===== src/rtl/dda_step_sequencer.sv =====
// Sequencer for a damped spring-mass forward-Euler solver. It owns the v1/v2 state
// and coefficients, and time-shares one external 7.20 multiplier across three cycles per step.
module dda_step_sequencer #(
  parameter int WIDTH    = 27,
  parameter int FRAC     = 20,
  parameter int DT_SHIFT = 9,
  parameter int CNT_W    = 16
) (
  input  logic             clk,
  input  logic             rst,
  input  logic             cfg_we,
  input  logic [1:0]       cfg_addr,
  input  logic [WIDTH-1:0] cfg_data,
  input  logic             load,
  input  logic             start,
  input  logic [CNT_W-1:0] n_steps,
  input  logic             halt,
  output logic [WIDTH-1:0] mul_a,
  output logic [WIDTH-1:0] mul_b,
  input  logic [WIDTH-1:0] mul_p,
  output logic [WIDTH-1:0] v1,
  output logic [WIDTH-1:0] v2,
  output logic             busy,
  output logic             step_done,
  output logic             done,
  output logic [CNT_W-1:0] step_cnt
);

  localparam logic [WIDTH-1:0] K_M_RST = WIDTH'(1) << (FRAC - 1);   // 0.5
  localparam logic [WIDTH-1:0] D_M_RST = WIDTH'(1) << (FRAC - 2);   // 0.25
  localparam logic [WIDTH-1:0] IC2_RST = WIDTH'(10) << FRAC;        // 10.0

  typedef enum logic [1:0] {IDLE, MUL_K, MUL_D, UPDATE} state_t;

  state_t                   state;
  logic [WIDTH-1:0]         k_m, d_m, ic1, ic2;
  logic signed [WIDTH-1:0]  p_k, p_d;
  logic [CNT_W-1:0]         steps_left;

  // Kept as separate signed nets so the shifts stay arithmetic; inside a mixed
  // unsigned expression the >>> would silently become a logical shift.
  logic signed [WIDTH-1:0]  v2_dt, acc_sum, acc_dt;
  assign v2_dt   = $signed(v2) >>> DT_SHIFT;
  assign acc_sum = -p_k - p_d;
  assign acc_dt  = acc_sum >>> DT_SHIFT;

  // The multiplier answers in the same cycle, so the operands are steered
  // combinationally from the current state.
  always_comb begin
    // NOTE: defaults first so every path assigns both outputs and no latch is inferred.
    mul_a = '0;
    mul_b = '0;
    case (state)
      MUL_K: begin mul_a = v1; mul_b = k_m; end
      MUL_D: begin mul_a = v2; mul_b = d_m; end
      default: ;
    endcase
  end

  // NOTE: all state below updates with <= so every register samples pre-edge values,
  // which is what makes UPDATE use the old v1/v2 for both equations.
  always_ff @(posedge clk) begin
    if (rst) begin
      state      <= IDLE;
      k_m        <= K_M_RST;
      d_m        <= D_M_RST;
      ic1        <= '0;
      ic2        <= IC2_RST;
      v1         <= '0;
      v2         <= IC2_RST;
      p_k        <= '0;
      p_d        <= '0;
      steps_left <= '0;
      step_cnt   <= '0;
      busy       <= 1'b0;
      step_done  <= 1'b0;
      done       <= 1'b0;
    end else begin
      step_done <= 1'b0;
      done      <= 1'b0;
      if (halt && state != IDLE) begin
        state <= IDLE;
        busy  <= 1'b0;
      end else begin
        case (state)
          IDLE: begin
            if (cfg_we) begin
              case (cfg_addr)
                2'd0: k_m <= cfg_data;
                2'd1: d_m <= cfg_data;
                2'd2: ic1 <= cfg_data;
                2'd3: ic2 <= cfg_data;
              endcase
            end
            if (load) begin
              v1       <= ic1;
              v2       <= ic2;
              step_cnt <= '0;
            end else if (start && n_steps != '0) begin
              steps_left <= n_steps;
              state      <= MUL_K;
              busy       <= 1'b1;
            end
          end
          MUL_K: begin
            p_k   <= $signed(mul_p);
            state <= MUL_D;
          end
          MUL_D: begin
            p_d   <= $signed(mul_p);
            state <= UPDATE;
          end
          UPDATE: begin
            v1         <= v1 + v2_dt;
            v2         <= v2 + acc_dt;
            step_done  <= 1'b1;
            step_cnt   <= step_cnt + 1'b1;
            steps_left <= steps_left - 1'b1;
            if (steps_left == CNT_W'(1)) begin
              state <= IDLE;
              busy  <= 1'b0;
              done  <= 1'b1;
            end else begin
              state <= MUL_K;
            end
          end
          default: state <= IDLE;
        endcase
      end
    end
  end

endmodule


===== config.mk =====
export PLATFORM = sky130hd
export DESIGN_NAME = dda_step_sequencer
export DESIGN_NICKNAME = d
export VERILOG_FILES = /design/src/rtl/dda_step_sequencer.sv
export SDC_FILE = /design/constraint.sdc
export NUM_CORES = 1
export LEC_CHECK = 0
export BUFFER_PORTS_ARGS = -buffer_cell sky130_fd_sc_hd__buf_2
export CORE_MARGIN = 2
export CORE_UTILIZATION = 56
export DETAILED_ROUTE_END_ITERATION = 7
export GPL_TIMING_DRIVEN = 1
export PLACE_DENSITY = 0.82
export SETUP_SLACK_MARGIN = 0.2
export SKIP_LAST_GASP = 1
export SLEW_MARGIN = 25
export SYNTH_ARGS = -nofsm -noshare
export SYNTH_HDL_FRONTEND = slang
export SYNTH_SLANG_ARGS = --single-unit
export TNS_END_PERCENT = 30

===== constraint.sdc =====
create_clock -name clk -period 13.7 [get_ports clk]
set_input_delay 2.74 -clock clk [delete_from_list [all_inputs] [get_ports clk]]
set_output_delay 2.74 -clock clk [all_outputs]
set_load 0.05 [all_outputs]

==> run_results.csv <==
group,metric,value,unit
status,status,"completed",
synthesis,syn_area,0.0144,mm^2
worst_setup_path,crit_slowest_cell,"sky130_fd_sc_hd__ha_1",
timing,final.hold.worst_slack,0.453,ns
clock_network,clkSinkCount,253,
worst_setup_path,max_stage_delay,0.79,ns
floorplanning,floorplan.rows,58,
timing,fin_tns_setup,0,ns
clock_network,clock_tree.htree_level_count,1,
final_layout,syn_to_final_growth,15.4,%
worst_setup_path,cp.arrival,2.89,ns
floorplanning,core_box_area,0.0253,mm^2
timing,fmaxAchievable,0.178,GHz
drt,num_vias,13900,
worst_setup_path,worst_setup_path_start_kind,"register",
grt,via_count_of_the_first_global_routing_pass,12700,
drt,detailedRoute.firstPassIterationCount,5,
pwr,power.density,306,mW/mm^2
synthesis,ys_warn_count,0,
synthesis,synth_simple_gate_area_share,22.1,%
clock_network,tritoncts.num_buffers,27,
synthesis,synth-edff-count,0,
synthesis,mappedNetlistNets,2079,
placed_design,place.gp.congestion,0.943,
synthesis,synth_top_family_by_area,"simple AND/OR/NAND/NOR gates",
flow_run,max_cap_viol_count,0,
synthesis,synthMuxAreaShare,2.10,%
synthesis,synthDistinctLibCells,62,
synthesis,synth-adder-area-share,9.72,%
floorplanning,fp.dieH,165,um
floorplanning,die_area,0.0271,mm^2
grt,grt_usage,29.4,%
timing,fin_ws,8.07,ns
timing,final-max-slew-violation-count,0,
synthesis,synth_async_sr_flop_share,0,%
clock_network,clkSlewWorstSetupHoldPaths,0.06,ns
timing,timing.final.crit_period,5.63,ns
placed_design,numPortBuffers,204,
placed_design,detailedPlace.worstSlack,8.21,ns
final_layout,share_of_the_core_filled_with_cells_in_the_final_layout,66.0,%
timing,fin_crit_sh,41.1,%
timing,slew_limit_headroom,27.0,%
drt,drt-total-wl,41100,um
clock_network,tritoncts_clock_tree,"done",
floorplanning,floorplan.initialDensity,57.2,%
worst_setup_path,critical_path_peak_fanout,32,
grt,grt_start_max_net_pins,123,
final_layout,final_net_count,2219,
worst_setup_path,critical_path.cell_chain,"inv_1, ha_1, buf_4, nor2b_1, buf_2",
floorplanning,chipWidth,165,um
pwr,vdd_drop_max,0.177,mV
synthesis,postSynthAreaPerCell,7.64,um^2
grt,number_of_antenna_violations_at_the_first_check_in_global_routing,0,
clock_network,post-cts-setup-buffers,0,
timing,final-hold-violation-count,0,
hold_path,hold_class,"register to register",
worst_setup_path,path_delay_family,"buffers and inverters",
floorplanning,floorplan.io_pins,205,
pwr,power.leakage,0.00670,uW
final_layout,antenna_cells_inserted,0,
synthesis,synth-compound-area-share,21.7,%
synthesis,yosysSeqAreaShare,35.1,%
drt,average_detailed_routed_wire_length_per_instance,17.3,um
grt,grt_overflow_total,0,
drt,drtIter0Drc,1347,
synthesis,dominantRegCellSynth,"sky130_fd_sc_hd__dfxtp_1",
worst_setup_path,required,10.96,ns
synthesis,register_bit_count_reported_by_yosys,253,
clock_network,clock_latency,0.55,ns
worst_setup_path,timing.setup.critical_path_class,"register to primary output",
placed_design,dp.final_hpwl,28800,um
clock_network,ctsLongestPathBuffers,3,
synthesis,postSynthCellCount,1890,
clock_network,ctsResizeCount,0,
drt,drcViolationCount,0,
timing,worst_skew,0.0130,ns
timing,setup_viol_count_final,0,
synthesis,synthesized_area_fraction_occupied_by_xor_and_xnor_cells,4.49,%
final_layout,final_layout_size_suffix_gt1_share,14.0,%
drt,final_antenna_net_count,0,
timing,rsz0062_at_grt,"no",
drt,post_drt_via_cell_ratio,5.86,
clock_network,clock-root-buffer,"sky130_fd_sc_hd__clkbuf_16",
grt,grt_first_pass_wirelength,64300,um
worst_setup_path,worstSetupEndpointType,"primary output",
clock_network,postCtsHoldBufs,0,
timing,tightestPinTransition,1.09,ns
worst_setup_path,buffers_plus_inverters_on_the_worst_setup_path,3,
## stage by stage
stage,total power [uW],std cells,area [um^2]
after floorplan,3550,1890,14400
after global placement,4140,2330,15600
after detailed placement,4210,2331,15600
after CTS,5050,2379,16700
after global routing,5470,2379,16700
final,5090,2379,16700
## cell usage after synthesis (all sizes together), types with 10 or more instances
cell | instances | area [um^2]
nand2 | 409 | 1540
dfxtp | 253 | 5060
a21oi | 249 | 1250
nor2 | 121 | 454
ha | 109 | 1360
clkbuf | 96 | 360
inv | 78 | 293
nor2b | 70 | 438
a22oi | 61 | 458
a211oi | 56 | 420
o21ai | 45 | 229
xnor2 | 43 | 377
nor3 | 32 | 160
a21o | 31 | 233
xor2 | 31 | 272
mux2i | 28 | 280
nand3 | 19 | 95.1
or3 | 14 | 87.6
buf | 12 | 45.0
and3 | 11 | 70.1
nand2b | 10 | 62.6
## area by class of cell
cell class / instances / area [um^2]
clock buffer: 36 / 779
fill: 2091 / 8590
tap: 330 / 413
clock inverter: 12 / 229
timing repair buffer: 219 / 1150
sequential: 253 / 5060
multi-input combinational: 1451 / 8740
inverter: 78 / 293
## sequential cells by signal, indices dropped and copies added, names as in the netlist
signal      count
busy            1
d_m            27
done            1
ic1            27
ic2            27
k_m            27
p_d            27
p_k            27
state           2
step_cnt       16
step_done       1
steps_left     16
v1             27
v2             27
## cells in the final DEF (no fill, tap or decap), drive strengths merged, types with 14 or more instances in the layout
master / instances
o21ai: 45
dfxtp: 253
nor2: 121
buf: 219
a21o: 31
xnor2: 43
xor2: 31
nor3: 32
a22oi: 61
mux2i: 28
or3: 14
a211oi: 56
clkbuf: 36
nor2b: 70
a21oi: 249
inv: 80
nand3: 19
ha: 109
nand2: 409
## worst register-to-register path, delay by kind of cell (launching register included)
| kind | cells | cell delay [ns] |
|---|---|---|
| mux | 1 | 0.33 |
| flops | 1 | 0.33 |
| compound gates | 11 | 2.86 |
| buf+inv | 1 | 0.05 |
| xor+xnor | 2 | 0.35 |
| fa+ha+maj | 3 | 0.93 |
| simple gates | 4 | 0.43 |
## kinds of logic (layout without fill, tap and decap cells)
kind of cell,count (synthesis),after routing
buffers and inverters,186,345
multiplexers,30,30
AO/OA/AOI/OAI,508,508
adder cells (fa/ha/maj),111,111
AND/OR/NAND/NOR,728,728
flip-flops,253,253
XOR/XNOR,74,74
## final timing paths
path | cells past startpoint | start | to | slack (ns)
setup / recovery | 5 | state[1] | mul_a[2] | 8.07
hold / removal | 2 | p_k[23] | p_k[23] | 0.45
setup reg to reg | 22 | p_k[3] | v2[26] | 8.35
hold reg to reg | 2 | p_k[23] | p_k[23] | 0.45
## report_power, final
part,internal (uW),switching (uW)
clock,513,307
combinational,1260,1980
sequential,868,168
total,2640,2450
## per-layer routing
layer	GRT usage [%]	share of wire [%]	routed length, um	vias up
met2	44.8	43	17600	590
li1	-	-	-	6822
met1	41.3	44	17900	6446
met4	8.93	3.0	1250	0
met5	0.758	0	0	-
met3	6.65	10	4310	81
No activity file was read; power rests on OpenSTA's default activity.
